**config.mk**
```make
export PLATFORM = sky130hd
export DESIGN_NAME = sha3_sponge_ctrl_flat
export DESIGN_NICKNAME = d
export VERILOG_FILES = /design/src/rtl/sha3_sponge_ctrl_if.sv /design/src/rtl/sha3_sponge_ctrl.sv /design/src/flat_wrapper.sv
export SDC_FILE = /design/constraint.sdc
export NUM_CORES = 1
export LEC_CHECK = 0
export CAP_MARGIN = 20
export CORE_MARGIN = 5
export CORE_UTILIZATION = 51
export CTS_BUF_LIST = sky130_fd_sc_hd__clkbuf_2
export CTS_CLUSTER_SIZE = 8
export DETAILED_ROUTE_END_ITERATION = 16
export PLACE_DENSITY = 0.88
export SETUP_SLACK_MARGIN = 0.4
export SYNTH_ARGS = -nofsm -noshare
export SYNTH_HDL_FRONTEND = slang
export SYNTH_SLANG_ARGS = --single-unit
```
**constraint.sdc**
```tcl
create_clock -name ACLK -period 4.3 [get_ports ACLK]
set_input_delay 0.43 -clock ACLK [delete_from_list [all_inputs] [get_ports ACLK]]
set_output_delay 0.43 -clock ACLK [all_outputs]
set_load 0.05 [all_outputs]
```
**src/rtl/sha3_sponge_ctrl_if.sv**
```systemverilog
// Stream handshake bundle feeding the SHA3 sponge sequencer.
// The producer drives the master side and the sequencer the slave side.
interface sha3_sponge_ctrl_if;
    logic       TVALID;
    logic       TREADY;
    logic       TLAST;
    logic [1:0] TID;

    modport master (output TVALID, output TLAST, output TID, input TREADY);
    modport slave  (input TVALID, input TLAST, input TID, output TREADY);
endinterface

```
**src/rtl/sha3_sponge_ctrl.sv**
```systemverilog
// Sponge sequencer: absorbs stream beats into rate-block slots, inserts padding, runs one permutation per block.
// Optional permutation watchdog with sticky error state is enabled by defining SHA3_CTRL_WDT_EN.
module sha3_sponge_ctrl #(
    parameter int DATA_WIDTH   = 16,
    parameter int PERM_TIMEOUT = 64
) (
    input  logic                  ACLK,
    input  logic                  ARESET,
    sha3_sponge_ctrl_if.slave     axis,
    output logic                  ld_en,
    output logic [7:0]            ld_idx,
    output logic                  pad_en,
    output logic [7:0]            pad_idx,
    output logic [1:0]            pad_mode,
    output logic [7:0]            rate_words,
    output logic                  perm_start,
    input  logic                  perm_done,
    output logic                  dgst_valid,
    input  logic                  dgst_ready,
    output logic                  st_clr,
    output logic                  busy,
    output logic                  err
);

    // One-hot encoding so each Moore strobe is a single state flop.
    typedef enum logic [6:0] {
        ST_IDLE   = 7'b0000001,
        ST_ABSORB = 7'b0000010,
        ST_PAD    = 7'b0000100,
        ST_PSTART = 7'b0001000,
        ST_PWAIT  = 7'b0010000,
        ST_OUT    = 7'b0100000
`ifdef SHA3_CTRL_WDT_EN
        , ST_ERR  = 7'b1000000
`endif
    } state_t;

    if (((576 % DATA_WIDTH) != 0) || (PERM_TIMEOUT < 1)) begin : g_illegal_cfg
    end

    function automatic logic [7:0] rate_words_f(input logic [1:0] mode);
        logic [10:0] bits_v;
        case (mode)
            2'd0:    bits_v = 11'd1152;
            2'd1:    bits_v = 11'd1088;
            2'd2:    bits_v = 11'd832;
            2'd3:    bits_v = 11'd576;
            default: bits_v = 11'd1152;
        endcase
        return 8'(bits_v / 11'(DATA_WIDTH));
    endfunction

    state_t     state_r;
    logic [7:0] cnt_r;
    logic [1:0] pad_mode_r;
    logic [7:0] pad_idx_r;
    logic       pend_pad_r;
    logic       pad_done_r;
`ifdef SHA3_CTRL_WDT_EN
    localparam int WDT_W = $clog2(PERM_TIMEOUT + 1);
    logic [WDT_W-1:0] wdt_cnt_r;
`endif

    logic       tready_s;
    logic       beat_s;
    logic [7:0] cnt_base_s;
    logic [7:0] cnt_nxt_s;
    logic [7:0] blk_rate_s;
    logic       blk_full_s;

    // The first beat of a message is checked against the mode it carries, not the stale latched one.
    assign tready_s   = !ARESET && ((state_r == ST_IDLE) || (state_r == ST_ABSORB));
    assign beat_s     = axis.TVALID && tready_s;
    assign cnt_base_s = (state_r == ST_IDLE) ? 8'd0 : cnt_r;
    assign cnt_nxt_s  = cnt_base_s + 8'd1;
    assign blk_rate_s = (state_r == ST_IDLE) ? rate_words_f(axis.TID) : rate_words_f(pad_mode_r);
    assign blk_full_s = (cnt_nxt_s == blk_rate_s);

    assign axis.TREADY = tready_s;
    assign ld_en       = beat_s;
    assign ld_idx      = (state_r == ST_ABSORB) ? cnt_r : 8'd0;
    assign pad_en      = (state_r == ST_PAD);
    assign pad_idx     = pad_idx_r;
    assign pad_mode    = pad_mode_r;
    assign rate_words  = rate_words_f(pad_mode_r);
    assign perm_start  = (state_r == ST_PSTART);
    assign dgst_valid  = (state_r == ST_OUT);
    assign st_clr      = !ARESET && (state_r == ST_OUT) && dgst_ready;
    assign busy        = (state_r != ST_IDLE);
`ifdef SHA3_CTRL_WDT_EN
    assign err         = (state_r == ST_ERR);
`else
    assign err         = 1'b0;
`endif

    // Sponge sequencing FSM with block counter and padding flags.
    always_ff @(posedge ACLK) begin
        if (ARESET) begin
            state_r    <= ST_IDLE;
            cnt_r      <= 8'd0;
            pad_mode_r <= 2'd0;
            pad_idx_r  <= 8'd0;
            pend_pad_r <= 1'b0;
            pad_done_r <= 1'b0;
`ifdef SHA3_CTRL_WDT_EN
            wdt_cnt_r  <= '0;
`endif
        end else begin
            case (state_r)
                ST_IDLE, ST_ABSORB: begin
                    if (beat_s) begin
                        if (state_r == ST_IDLE) begin
                            pad_mode_r <= axis.TID;
                        end
                        cnt_r <= cnt_nxt_s;
                        if (axis.TLAST && !blk_full_s) begin
                            pad_idx_r <= cnt_nxt_s;
                            state_r   <= ST_PAD;
                        end else if (axis.TLAST) begin
                            pend_pad_r <= 1'b1;
                            state_r    <= ST_PSTART;
                        end else if (blk_full_s) begin
                            state_r <= ST_PSTART;
                        end else begin
                            state_r <= ST_ABSORB;
                        end
                    end
                end
                ST_PAD: begin
                    pad_done_r <= 1'b1;
                    pend_pad_r <= 1'b0;
                    state_r    <= ST_PSTART;
                end
                ST_PSTART: begin
                    cnt_r   <= 8'd0;
`ifdef SHA3_CTRL_WDT_EN
                    wdt_cnt_r <= '0;
`endif
                    state_r <= ST_PWAIT;
                end
                ST_PWAIT: begin
                    if (perm_done) begin
                        if (pad_done_r) begin
                            state_r <= ST_OUT;
                        end else if (pend_pad_r) begin
                            pad_idx_r <= cnt_r;
                            state_r   <= ST_PAD;
                        end else begin
                            state_r <= ST_ABSORB;
                        end
                    end
`ifdef SHA3_CTRL_WDT_EN
                    else if (wdt_cnt_r == WDT_W'(PERM_TIMEOUT - 1)) begin
                        state_r <= ST_ERR;
                    end else begin
                        wdt_cnt_r <= wdt_cnt_r + WDT_W'(1);
                    end
`endif
                end
                ST_OUT: begin
                    if (dgst_ready) begin
                        pad_done_r <= 1'b0;
                        pend_pad_r <= 1'b0;
                        state_r    <= ST_IDLE;
                    end
                end
`ifdef SHA3_CTRL_WDT_EN
                ST_ERR: begin
                    state_r <= ST_ERR;
                end
`endif
                default: begin
                    state_r <= ST_IDLE;
                end
            endcase
        end
    end

endmodule

```
**src/flat_wrapper.sv**
```systemverilog
// flat-port wrapper written by rule: the top's interface ports become plain ports
module sha3_sponge_ctrl_flat 
#(
    parameter int DATA_WIDTH   = 16,
    parameter int PERM_TIMEOUT = 64
)
  (ACLK, ARESET, ld_en, ld_idx, pad_en, pad_idx, pad_mode, rate_words, perm_start, perm_done, dgst_valid, dgst_ready, st_clr, busy, err, axis_TVALID, axis_TLAST, axis_TID, axis_TREADY);
  sha3_sponge_ctrl_if axis_i ();
  input  logic ACLK;
  input  logic ARESET;
  output logic ld_en;
  output logic [7:0] ld_idx;
  output logic pad_en;
  output logic [7:0] pad_idx;
  output logic [1:0] pad_mode;
  output logic [7:0] rate_words;
  output logic perm_start;
  input  logic perm_done;
  output logic dgst_valid;
  input  logic dgst_ready;
  output logic st_clr;
  output logic busy;
  output logic err;
  input wire logic [$bits(axis_i.TVALID)-1:0] axis_TVALID;
  input wire logic [$bits(axis_i.TLAST)-1:0] axis_TLAST;
  input wire logic [$bits(axis_i.TID)-1:0] axis_TID;
  output wire logic [$bits(axis_i.TREADY)-1:0] axis_TREADY;
  assign axis_i.TVALID = axis_TVALID;
  assign axis_i.TLAST = axis_TLAST;
  assign axis_i.TID = axis_TID;
  assign axis_TREADY = axis_i.TREADY;
  sha3_sponge_ctrl #(.DATA_WIDTH(DATA_WIDTH), .PERM_TIMEOUT(PERM_TIMEOUT)) u_core (.ACLK(ACLK), .ARESET(ARESET), .axis(axis_i), .ld_en(ld_en), .ld_idx(ld_idx), .pad_en(pad_en), .pad_idx(pad_idx), .pad_mode(pad_mode), .rate_words(rate_words), .perm_start(perm_start), .perm_done(perm_done), .dgst_valid(dgst_valid), .dgst_ready(dgst_ready), .st_clr(st_clr), .busy(busy), .err(err));
endmodule
```
# Word-level counts from Yosys, hierarchy flattened

Index checks and enable logic that the tools add are counted.

Add/subtract/negate cells: 1
Eq/ne operators: 22
Muxes and demuxes: 28
Reduce and logical (&&, ||, !) cells: 21

Operators with widths:

| kind                                                                     | count |
|---|---|
| 11-bit case mux with 4 select lines                                      | 2 |
| 8-bit two-way mux                                                        | 8 |
| 7-bit two-way mux                                                        | 7 |
| 7-bit case mux with 5 select lines                                       | 1 |
| 8-bit case mux with 2 select lines                                       | 2 |
| 2-bit inequality test (second input constant)                            | 5 |
| 8-bit by 1-bit adder with 8-bit output (second input constant)           | 1 |
| 2-bit equality test (second input constant)                              | 4 |
| 8-bit equality test                                                      | 1 |
| 7-bit by 1-bit equality test with 1-bit output (second input constant)   | 1 |
| 7-bit by 2-bit equality test with 1-bit output (second input constant)   | 1 |
| 7-bit by 3-bit equality test with 1-bit output (second input constant)   | 1 |
| 7-bit by 4-bit equality test with 1-bit output (second input constant)   | 1 |
| 7-bit by 5-bit equality test with 1-bit output (second input constant)   | 1 |
| 7-bit by 6-bit equality test with 1-bit output (second input constant)   | 1 |
| 7-bit by 1-bit inequality test with 1-bit output (second input constant) | 1 |
| 2-bit by 1-bit inequality test with 1-bit output (second input constant) | 3 |
| 3-bit AND reduction                                                      | 2 |
| 6-bit AND reduction                                                      | 1 |
| 2-bit nonzero test                                                       | 3 |
| 1-bit logical AND                                                        | 5 |
| 5-bit AND reduction                                                      | 1 |
| 2-bit by 1-bit equality test with 1-bit output (second input constant)   | 2 |
| 2-bit zero test                                                          | 2 |
| other kinds (10)                                                         | 15 |

Register bits: 27
Bits of input ports: 8
Output and inout port bits: 34
Logic and storage cells: 78

# Depth between registers and ports, before layout

Gate-level depths: netlist (run 1).

Depth after elaboration: 9
Gate-level depth with buffers: 13
Depth with buffers taken out: 11

# Worst setup path after synthesis (run 1)

Ideal clock, no wire load.

Path kind: flip-flop to flip-flop
Start point: reg u_core.state_r[1]
End point: reg u_core.pad_idx_r[1] (netlist: u_core.pad_idx[1])
Setup time: 0.121 ns
Arrival: 3.675 ns
Data required time: 4.179 ns
Setup slack: 0.504 ns
Cell stages (with the launch flop): 14
Buffers on the path: 2
Period minus slack after synthesis: 3.796 ns
Cell sequence: dfxtp_1 > nor2_1 > and3_1 > clkbuf_1 > inv_1 > clkbuf_1 > and2_1 > ha_1 > nand3_2 > or3_4 > a2111oi_2 > o2111ai_2 > a21oi_4 > mux2_2

Cells in the longest elaborated chain, start to end: 8
Elaborated cells between the ends (all ways): 23
Those cells by class: 1 x add/sub; 9 x eq/ne; 5 x mux; 8 x reduce/logical

Ends and longest elaborated chain:

| element                                                    | line                    | RTL |
|---|---|---|
| start, declared                                            | sha3_sponge_ctrl.sv:53  | `state_t state_r;` |
| start signal, assigned                                     | sha3_sponge_ctrl.sv:99  | `state_r <= ST_IDLE;` |
| start signal, assigned                                     | sha3_sponge_ctrl.sv:118 | `state_r <= ST_PAD;` |
| start signal, assigned                                     | sha3_sponge_ctrl.sv:121 | `state_r <= ST_PSTART;` |
| 7-bit by 1-bit equality test with 1-bit output             | --                      |  |
| 8-bit two-way mux                                          | sha3_sponge_ctrl.sv:74  | `assign cnt_base_s = (state_r == ST_IDLE) ? 8'd0 : cnt_r;` |
| 8-bit by 1-bit adder with 8-bit output                     | sha3_sponge_ctrl.sv:75  | `assign cnt_nxt_s = cnt_base_s + 8'd1;` |
| 8-bit equality test                                        | sha3_sponge_ctrl.sv:77  | `assign blk_full_s = (cnt_nxt_s == blk_rate_s);` |
| 1-bit zero test                                            | sha3_sponge_ctrl.sv:116 | `if (axis.TLAST && !blk_full_s) begin` |
| 1-bit logical AND                                          | sha3_sponge_ctrl.sv:116 |  |
| 2-bit by 1-bit inequality test with 1-bit output (no line) | --                      |  |
| 6-bit AND reduction (no line)                              | --                      |  |
| end signal, assigned                                       | sha3_sponge_ctrl.sv:117 | `pad_idx_r <= cnt_nxt_s;` |
| end signal, assigned                                       | sha3_sponge_ctrl.sv:146 | `pad_idx_r <= cnt_r;` |
| end, declared                                              | sha3_sponge_ctrl.sv:56  | `logic [7:0] pad_idx_r;` |

Parallel ways exist; a longest one is shown, timed or not. The select of a mux whose other input is x is not followed.
A chain may end at the register's enable or synchronous reset.

# Final worst setup path (run 1)

Start point: reg u_core.state_r[1]
End point: reg u_core.pad_idx_r[7] (netlist: u_core.pad_idx[7])

The elaborated chain is that of the path after synthesis.

==> results of run 1 <==
[path summary, 6_finish.rpt]
| path | endpoint | slack [ns] | cells past startpoint |
|---|---|---|---|
| worst min-delay path | u_core.pad_idx[0]$_SDFFE_PP0P_ | 0.50 | 2 |
| worst max-delay path | u_core.pad_idx[7]$_SDFFE_PP0P_ | 0.77 | 11 |
| worst max register to register | u_core.pad_idx[7]$_SDFFE_PP0P_ | 0.77 | 11 |
| worst min register to register | u_core.pad_idx[0]$_SDFFE_PP0P_ | 0.50 | 2 |
[critical path, stage by stage, from the launching register on]
cell,delay (ns)
dfxtp_1,0.47
nor2_1,0.09
and3_1,0.26
inv_1,0.27
and2_1,0.20
ha_1,0.25
nand3_2,0.13
or3_4,0.42
a2111oi_2,0.39
o2111ai_2,0.25
a21oi_4,0.35
mux2_2,0.37
[cell usage after synthesis, drive strengths merged (4+ instances only)]
cell type / count / area, um^2
clkbuf: 8 / 30.0
nor2: 32 / 120
nand2: 19 / 71.3
nand3: 5 / 30.0
a21oi: 13 / 76.3
nor2b: 9 / 58.8
o21ai: 10 / 50.1
inv: 7 / 26.3
or3: 4 / 30.0
a31oi: 4 / 25.0
dfxtp: 26 / 521
buf: 8 / 53.8
nor3: 10 / 50.1
and2: 12 / 75.1
mux2: 6 / 67.6
[stage by stage]
stage | worst slack, ns | std cells | hold slack, ns | power, mW | utilization
after floorplan | 0.504 | 220 | 0.463 | 0.709 | -
after global placement | 0.925 | 286 | 0.469 | 0.814 | 0.658
after detailed placement | 0.783 | 286 | 0.466 | 0.821 | 0.658
after CTS | 0.779 | 290 | 0.500 | 0.915 | 0.664
after global routing | 0.465 | 290 | 0.514 | 0.976 | 0.664
final | 0.772 | 290 | 0.499 | 0.915 | 0.664
[flip-flops by register name (all words and copies together), names as in the netlist]
signal,flops
u_core.state_r,6
u_core.pad_mode,2
u_core.pad_done_r,1
u_core.cnt_r,8
u_core.pad_idx,8
u_core.pend_pad_r,1
[per-layer routing]
metal  vias to the layer above  track usage
met2                        70        0.294
met3                         8       0.0250
li1                        809            -
met1                       761        0.273
met4                         0       0.0962
met5                         -            0
[cell families after synthesis]
kind of cell | share of synthesized area
compound gates | 0.205
buf+inv | 0.0655
xor+xnor | 0.0208
simple gates | 0.331
mux | 0.0521
flops | 0.310
other cells | 0.00223
fa+ha+maj | 0.0134
[layout make-up]
type                            instances  share of cell area
Sequential cell                        26               0.253
Clock inverter                          1             0.00182
Tap cell                               44              0.0267
Timing Repair Buffer                   38               0.183
Clock buffer                            3             0.00729
Multi-Input combinational cell        171               0.515
Inverter                                7              0.0128
[power by group through the flow]
stage	Sequential [mW]	Combinational (mW)	Clock (mW)
5_1_grt	0.303	0.560	0.113
6_report	0.298	0.524	0.0931
3_5_place_dp	0.302	0.519	0
2_1_floorplan	0.322	0.387	0
3_3_place_gp	0.301	0.513	0
4_1_cts	0.297	0.522	0.0961
==> results_dict.tcl, run 1 <==
set metrics [dict create \
    clockPowerShare 0.102 \
    wire_per_inst_um 14.1 \
    routed_wl_um 4090 \
    cts_resized 0 \
    areaGrowthSynthToFinish_pct 22.5 \
    cts_setup_buffers 0 \
    worst_slew_pin_slew_ns 0.762 \
    dpl.hpwl_um 3030 \
    setup_viol 0 \
    power_frac_comb 0.573 \
    hold_start "u_core.pad_idx[0]$_SDFFE_PP0P_" \
    port_buffers 37 \
    multi_input_area_um2 1060 \
    netSwitchingFraction 0.487 \
    tns_ns 0 \
    drive_above_1_share 0.0732 \
    vias_per_cell 5.68 \
    yosysWarningCount 0 \
    antenna_found_initial 0 \
    grt_pass1_wl_um 6790 \
    ctsHoldBuffers 0 \
    fmax_mhz 283 \
    p_seq_frac 0.326 \
    finalNetCount 256 \
    timing.final.hold_violations 0 \
    met3_length_um 278 \
    ys_seq_elements 26 \
    die_w_um 67.4 \
    path_max_fanout 13 \
    cts_tree "done" \
    power_density_nw_per_um2 444 \
    grt_pass1_vias 1481 \
    initial_utilization 0.542 \
    internal_power_mw 0.469 \
    crit_required_ns 4.58 \
    rsz0062_at_grt "no" \
    synth_cells 217 \
    insertion_delay_ns 0.36 \
    fin_worst_skew_ns 0.00377 \
    antenna_cells 0 \
    ios 42 \
    cts-root-buf "clkbuf_2" \
    postSynthAreaPerCell_um2 7.75 \
    startpoint_type "flip-flop" \
    final_cell_mix "clkdlybuf4s50_1 (37), nor2_1 (32), dfxtp_1 (26)" \
    clock_sinks 26 \
    ant_nets 0 \
    fin_crit_sh 0.820 \
    drt-met1-wl_um 1900 \
    slew_viol_final 0 \
    synth_edf_count 0 \
    grt_use_total 0.195 \
    rows 20 \
    startpoint "u_core.state_r[1]$_SDFFE_PP0P_" \
    synthesis.area_um2 1680 \
    final-seq-area_um2 520 \
    synth-async-reset-ratio 0 \
    die_h_um 67.4 \
    final_common_cell "clkdlybuf4s50_1" \
    gp_congestion 0.889 \
    drt_pass1_iterations 4 \
    worstSetupPathType "flip-flop to flip-flop" \
    numCtsBuffers 3 \
    path_clk_slew_ns 0.24 \
    maxCapViolCount 0 \
    h-tree-depth 1 \
    grt_overflow 0 \
    ys_seq_area_frac 0.310 \
    endpoint_kind "flip-flop" \
    yosys_most_used_dff "dfxtp_1" \
    route.met2.wl_um 1830 \
    n_fill_cell 286 \
    switchingPower_mw 0.446 \
    slew_headroom 0.488 \
    vias 1648 \
    cts.path.max_buffers 2 \
    vdd.ir_drop.worst_v 0.000267 \
    core_area_um2 3100 \
    die-area_um2 4550 \
    min_period_ns 3.53 \
    p_leak_nw 0.799 \
    grt_max_degree 37 \
    min_path_type "flip-flop to flip-flop" \
    finalInstanceArea_um2 2060 \
    place_area_um2 2040 \
    outcome "finished, final reports clean" \
    synth.distinct_cells 50 \
    cp_data_arrival_time_ns 3.81 \
    drc 0 \
    dr.max_layer_used "met4" \
    drt_iter0_drc 116 \
    reg2reg_from "u_core.state_r[1]$_SDFFE_PP0P_" \
]
No activity file was read; power rests on OpenSTA's default activity.
==> inputs of run 2 (changes only) <==
==> constraint.sdc (replaced) <==
create_clock -name ACLK -period 3.32 [get_ports ACLK]
set_input_delay 0.332 -clock ACLK [delete_from_list [all_inputs] [get_ports ACLK]]
set_output_delay 0.332 -clock ACLK [all_outputs]
set_load 0.05 [all_outputs]
==> results_dict.tcl, run 2 (synthesis gave the netlist of run 1 again) <==
set metrics [dict create \
    outcome "finished, final reports clean" \
    setup_slack_ns 0.452 \
    ios 42 \
    antenna_cells 0 \
    grt_max_degree 37 \
    timing.final.hold_violations 0 \
    slew_headroom 0.535 \
    power_mw 1.37 \
    clock_sinks 26 \
    areaGrowthSynthToFinish_pct 33.4 \
    min_period_ns 2.87 \
    gp_congestion 0.896 \
    path_clk_slew_ns 0.24 \
    antenna_found_initial 0 \
    wire_per_inst_um 14.6 \
    dp_worst_setup_slack_ns 0.347 \
    final_common_cell "clkdlybuf4s50_1" \
    insertion_delay_ns 0.37 \
    initial_utilization 0.542 \
    drive_above_1_share 0.140 \
    vias 1685 \
    tns_ns 0 \
    die_w_um 67.4 \
    finalNetCount 260 \
    endpoint_kind "flip-flop" \
    worstSetupPathType "flip-flop to flip-flop" \
    setup_viol 0 \
    worst_slew_pin_slew_ns 0.688 \
    power_density_nw_per_um2 612 \
    fin_crit_sh 0.864 \
    core_area_um2 3100 \
    drt_pass1_iterations 4 \
    final_util 0.723 \
    slew_viol_final 0 \
    cts.path.max_buffers 2 \
    cts_tree "done" \
    place_inst 289 \
    cp_data_arrival_time_ns 3.17 \
    rows 20 \
    drt_iter0_drc 138 \
    p_leak_nw 0.897 \
    rsz0062_at_grt "yes" \
    startpoint_type "flip-flop" \
    fmax_mhz 349 \
    vias_per_cell 5.73 \
    crit_required_ns 3.62 \
    path_max_fanout 13 \
    numCtsBuffers 3 \
    routed_wl_um 4280 \
    min_path_type "primary input to flip-flop" \
    die-area_um2 4550 \
    grt_overflow 0 \
    port_buffers 37 \
    fin_worst_skew_ns 0.00835 \
    h-tree-depth 1 \
    ant_nets 0 \
    drc 0 \
    vdd.ir_drop.worst_v 0.000560 \
    grt_use_total 0.205 \
    final_cell_mix "clkdlybuf4s50_1 (34), nor2_1 (32), dfxtp_1 (21)" \
    finalNonFillerCells 294 \
    dpl.hpwl_um 3080 \
    cts-root-buf "clkbuf_2" \
    die_h_um 67.4 \
    maxCapViolCount 0 \
    grt_pass1_vias 1557 \
    grt_pass1_wl_um 7150 \
]
[run 2: changes by cell type in the layout (fill, tap and decap cells not counted), sizes merged]
cell and change:
clkinv -1, buf +5, clkdlybuf4s50 -3, dlymetal6s2s +2
bufinv +1
[run 2: critical path: stages, from the launching register on]
cell       delay [ns]
dfxtp_4          0.42
nor3_1           0.06
and3_4           0.19
inv_4            0.11
and2_4           0.17
ha_4             0.16
nand3_4          0.09
or3_4            0.39
a2111oi_4        0.36
o2111ai_4        0.21
a21oi_4          0.20
buf_12           0.15
mux2_4           0.29
[run 2: repair_timing]
item | in CTS | in global routing
pin swaps | 1 | 0
hold buffers | 0 | 0
buffers inserted | 1 | 0
gates resized for setup | 0 | 9
endpoints found under the setup margin | 6 | 10
hold endpoints to repair | 0 | 0
[run 2: power by group]
part	total [mW]	internal, mW	leakage, nW	switching [mW]
sequential	0.392	0.349	0.214	0.0428
combinational	0.780	0.299	0.657	0.481
clock	0.200	0.104	0.0266	0.0968
total	1.37	0.752	0.897	0.621
[run 2: path summary, 6_finish.rpt]
path                                        from  slack (ns)                               to  depth (start not counted)
setup / recovery  u_core.state_r[4]$_SDFFE_PP0P_        0.45   u_core.pad_idx[3]$_SDFFE_PP0P_                         12
hold / removal                       axis_TID[1]        0.46  u_core.pad_mode[1]$_SDFFE_PP0P_                          3
setup reg to reg  u_core.state_r[4]$_SDFFE_PP0P_        0.45   u_core.pad_idx[3]$_SDFFE_PP0P_                         12
hold reg to reg   u_core.pad_idx[0]$_SDFFE_PP0P_        0.50   u_core.pad_idx[0]$_SDFFE_PP0P_                          2
[run 2: final cells by class]
class	count	area, um^2
well taps	44	55.1
multi-input cells	171	1140
clock inverters	1	30.0
inverters	7	28.8
flip-flops and latches	26	537
repair buffers	42	435
fillers	257	860
clock buffers	3	15.0
[run 2: routing by layer]
metal  wire (um)  vias to the layer above  global-route usage
met2        2060                       71               0.342
met5           0                        -                   0
met1        1790                      784               0.258
met4          95                        0              0.0582
met3         332                       12              0.0549
li1            -                      818                   -
[run 2: through the flow]
step,hold WS [ns],area [um^2]
after floorplan,0.463,1790
after global routing,0.427,2240
after detailed placement,0.476,2140
after global placement,0.470,2140
after CTS,0.464,2210
final,0.464,2240
==> RTL change 1, RTL diff (settings of run 1) <==
Make the reset (`ARESET`) asynchronous in one clocked block.
--- a/src/rtl/sha3_sponge_ctrl.sv
+++ b/src/rtl/sha3_sponge_ctrl.sv
@@ -94,7 +94,7 @@
 `endif
 
     // Sponge sequencing FSM with block counter and padding flags.
-    always_ff @(posedge ACLK) begin
+    always_ff @(posedge ACLK or posedge ARESET) begin
         if (ARESET) begin
             state_r    <= ST_IDLE;
             cnt_r      <= 8'd0;
Behaviour: differs if ARESET is asserted again (counterexample within 4 cycles, from zero or initial values and one cycle with ARESET high); with ARESET held inactive, the same outputs for 10 cycles.
==> RTL change 1 against run 1 <==
Sequential power increased by 33%; via count decreased by 6.6%; design area increased by 3.9%; area after synthesis increased by 1.2%; routed wire length increased by 4.3%; worst setup slack got worse by 120 ps; clock skew increased by 18 ps; sequential cell count unchanged; synthesized cell count decreased by 11%; sequential share of layout area increased by 5.2 points; first-iteration DRC count increased by 8.6%; total power increased by 52%; global-route usage increased by 0.96 points; critical path type unchanged; largest power group unchanged; highest routed layer unchanged.
==> RTL change 1: results (changes against run 1) <==
- Status: finished, final reports clean (unchanged).
- GP Congestion: 0.947 (was 0.889)
- The number of non-clock buffers in the layout is 40 (was 38).
* Average detailed-routed wire length per instance: 15.5 um (was 14.1 um)
* Capturing element of the worst setup path: u_core.pad_idx[6] (was u_core.pad_idx[7])
* Slew at the pin closest to its max-slew limit: 591 ps (was 762 ps)
- Post-synth ARST share: 100% (was 0%)
- Biggest area contributors in the synthesized netlist: sky130_fd_sc_hd__dfrtp_1, sky130_fd_sc_hd__mux2_2, sky130_fd_sc_hd__nand2_1, sky130_fd_sc_hd__o21ai_0, sky130_fd_sc_hd__and2_1 (was sky130_fd_sc_hd__dfxtp_1, sky130_fd_sc_hd__nor2_1, sky130_fd_sc_hd__and2_1, sky130_fd_sc_hd__nand2_1, sky130_fd_sc_hd__mux2_2)
- The initial detailed-routing violation count is 126 (was 116).
* Total power divided by cell area: 651 nW/um^2 (was 444 nW/um^2)
- Count of clock buffers in the final design: 4 (was 3)
- Endpoint arrival time on the critical path: 3930 ps (was 3810 ps)
- The final hold slack came to 471 ps (was 499 ps).
* Ratio of cells with drive above 1 in the final layout: 13.5% (was 7.32%)
- The maximum fanout count along the critical path came to 10 (was 13).
- The destination of the worst register-to-register timing path was u_core.pad_idx[6] (was u_core.pad_idx[7]).
* Leak: 0.887 nW (was 0.799 nW)
- Multi-input gate share of total cell area: 45.8% (was 51.5%)
- NonClk Buf Share: 18.3% (about the same)
* Library cells used by synthesis: 49 (was 50)
- The total number of sequential cells was 26 (unchanged).
* First-pass GRT wire length: 6910 um (was 6790 um)
- The number of combinational gates with multiple inputs came to 150 (was 171).
* Maximum ir drop on the vdd rail: 0.000390 V (was 0.000267 V)
* Number of inverters outside the clock class in the layout: 10 (was 7)
- The area growth from synthesis to layout came to 25.9% (was 22.5%).
- The register-to-register path setup slack is 650 ps (was 770 ps).
- The total global-route track usage came to 20.5% (was 19.5%).
* Flip-flop and latch share of the layout cell area: 30.5% (was 25.3%)
-- RTL change 1: changes by cell type after synthesis, sizes merged, moves of 9 or more --
cell	before	now
nor2	32	13
a21oi	13	4
dfxtp	26	0
dfrtp	0	25
-- RTL change 1: cell families after synthesis --
kind of cell    count (synthesis)  share of synthesized area [%]
mux                            12                           7.87
compound gates                 36                           14.6
other cells                     1                          0.220
simple gates                   88                           28.2
buf+inv                        21                           6.03
xor+xnor                        8                           4.12
fa+ha+maj                       1                          0.735
flops                          26                           38.3
-- RTL change 1: layer usage --
layer / GRT usage, % / share of wire [%] / wire length (um)
met1: 28.5 / 43 / 1860
met4: 7.09 / 1.6 / 69
met5: 0 / 0 / 0
met2: 30.6 / 46 / 1960
met3: 5.32 / 8.9 / 378
-- RTL change 1: where the power goes --
group          total (mW)  switching [mW]  internal (mW)  leakage (nW)
Sequential          0.395          0.0879          0.307         0.340
Combinational       0.904           0.569          0.335         0.531
Clock              0.0954          0.0709         0.0246        0.0166
==> RTL change 2, RTL diff (settings of run 1) <==
Made on the original files. Build with the macro `SHA3_CTRL_WDT_EN` defined.
--- a/src/rtl/sha3_sponge_ctrl.sv
+++ b/src/rtl/sha3_sponge_ctrl.sv
@@ -1,5 +1,7 @@
 // Sponge sequencer: absorbs stream beats into rate-block slots, inserts padding, runs one permutation per block.
 // Optional permutation watchdog with sticky error state is enabled by defining SHA3_CTRL_WDT_EN.
+`define SHA3_CTRL_WDT_EN
+
 module sha3_sponge_ctrl #(
     parameter int DATA_WIDTH   = 16,
     parameter int PERM_TIMEOUT = 64
Check against the original RTL: same outputs for any inputs over 10 cycles, from zero or initial values and one cycle with ARESET high; that may be too few to reach the edited logic, so the function may still have changed.
==> RTL change 2 against run 1 <==
Routed wire length rose by 31%; core utilization fell by 3.5 points; area after synthesis rose by 21%; final cell count rose by 20%; design area rose by 20%; worst setup slack got worse by 71 ps; sequential cell count rose by 8; total power rose by 9.8%.
==> RTL change 2: results (changes against run 1) <==
* Adder-cell share of the synthesized area: 1.23% (was 1.34%)
* Synth Area in Compound Gates: 17.9% (was 20.5%)
* Share of the yosys chip area belonging to registers: 33.4% (was 31.0%)
* Library cells used by synthesis: 52 (was 50)
- The total wire length after detailed routing was 5360 um (was 4090 um).
- The peak per-stage delay on the critical path was 420 ps (was 470 ps).
* Clock-pin transition on the worst setup and hold timing paths: 180 ps (was 240 ps)
- Multiplexer share of the synthesized area: 4.72% (was 5.21%)
* Instance count of the mapped netlist: 263 (was 217)
* GP Congestion: 0.891 (was 0.889)
- Maximum ir drop on the vdd rail: 0.000177 V (was 0.000267 V)
* Via-to-Cell Ratio: 5.75 (was 5.68)
- The via count of the first global-routing pass came to 1941 (was 1481).
- Most instantiated cells after synthesis: sky130_fd_sc_hd__dfxtp_1, sky130_fd_sc_hd__nor2_1, sky130_fd_sc_hd__nand2_1 (was sky130_fd_sc_hd__nor2_1, sky130_fd_sc_hd__dfxtp_1, sky130_fd_sc_hd__nand2_1).
- The setup slack at placement is 646 ps (was 783 ps).
* Endpoint arrival time on the critical path: 3910 ps (was 3810 ps)
* Leak: 0.940 nW (was 0.799 nW)
- The number of clock buffers inserted by TritonCTS was 5 (was 3).
- Status: finished, final reports clean (unchanged).
* Ratio of cells with drive above 1 in the final layout: 8.03% (was 7.32%)
- The initial detailed-routing violation count was 202 (was 116).
* Largest net degree at the start of global routing: 35 (was 37)
- The post-detailed-placement cell area is 2430 um^2 (was 2040 um^2).
- The number of vias after detailed routing came to 2007 (was 1648).
* Aggregate global-route resource usage: 21.2% (was 19.5%)
- The xor/xnor share of the synthesized area came to 3.86% (was 2.08%).
- The worst slew margin relative to its limit is 56.2% (was 48.8%).
- Biggest area contributors in the synthesized netlist: sky130_fd_sc_hd__dfxtp_1, sky130_fd_sc_hd__nor2_1, sky130_fd_sc_hd__nand2_1, sky130_fd_sc_hd__and2_1, sky130_fd_sc_hd__nand3_1 (was sky130_fd_sc_hd__dfxtp_1, sky130_fd_sc_hd__nor2_1, sky130_fd_sc_hd__and2_1, sky130_fd_sc_hd__nand2_1, sky130_fd_sc_hd__mux2_2).
* First-pass GRT wire length: 8940 um (was 6790 um)
- Clock latency reported for the late side of the worst-skew pair: 390 ps (was 360 ps)
## RTL change 2: cell families (layout without fill, tap and decap cells)
family	count (synthesis)	after routing
AND/OR/NAND/NOR	132	132
AO/OA/AOI/OAI	50	50
flip-flops	34	34
buffers and inverters	26	60
XOR/XNOR	9	9
multiplexers	9	9
adder cells (fa/ha/maj)	2	2
other	1	3
## RTL change 2: final timing paths
path                     startpoint  slack [ps]  cells after the start                end
setup reg to reg  u_core.state_r[4]         700                     12  u_core.pad_idx[1]
setup / recovery  u_core.state_r[4]         700                     12  u_core.pad_idx[1]
hold reg to reg   u_core.pad_idx[4]         480                      2  u_core.pad_idx[4]
hold / removal    u_core.pad_idx[4]         480                      2  u_core.pad_idx[4]
## RTL change 2: per-layer routing
metal | wire length [um] | share of wire (%) | GRT usage [%] | up-vias
met4 | 141 | 2.6 | 8.61 | 0
li1 | - | - | - | 982
met2 | 2700 | 50 | 36.7 | 64
met1 | 2240 | 42 | 25.7 | 941
met5 | 0 | 0 | 0 | -
met3 | 279 | 5.2 | 3.83 | 20
## RTL change 2: power groups by stage
stage / logic [mW] / clock network, mW / registers [mW]
4_1_cts: 0.480 / 0.150 / 0.360
2_1_floorplan: 0.332 / 0 / 0.389
3_5_place_dp: 0.479 / 0 / 0.367
5_1_grt: 0.528 / 0.167 / 0.367
6_report: 0.494 / 0.150 / 0.361
3_3_place_gp: 0.470 / 0 / 0.365
## RTL change 2: final cells by class
| type | instances | area [um^2] |
|---|---|---|
| Fill cell | 356 | 1460 |
| Clock buffer | 6 | 30.0 |
| Sequential cell | 34 | 681 |
| Clock inverter | 2 | 8.76 |
| Timing Repair Buffer | 42 | 410 |
| Tap cell | 50 | 62.6 |
| Multi-Input combinational cell | 205 | 1250 |
| Inverter | 10 | 37.5 |
## RTL change 2: through the flow
stage / utilization [%] / power, mW
after global routing: 62.9 / 1.06
after detailed placement: 61.5 / 0.846
after global placement: 61.5 / 0.836
after floorplan: - / 0.720
after CTS: 62.5 / 0.991
final: 62.9 / 1.00
## RTL change 2: critical path: cells and delay by family, from the launching register on
kind | cells | cell delay (ps)
simple gates | 4 | 1100
compound gates | 3 | 850
buf+inv | 3 | 610
flops | 1 | 370
mux | 1 | 330
fa+ha+maj | 1 | 270
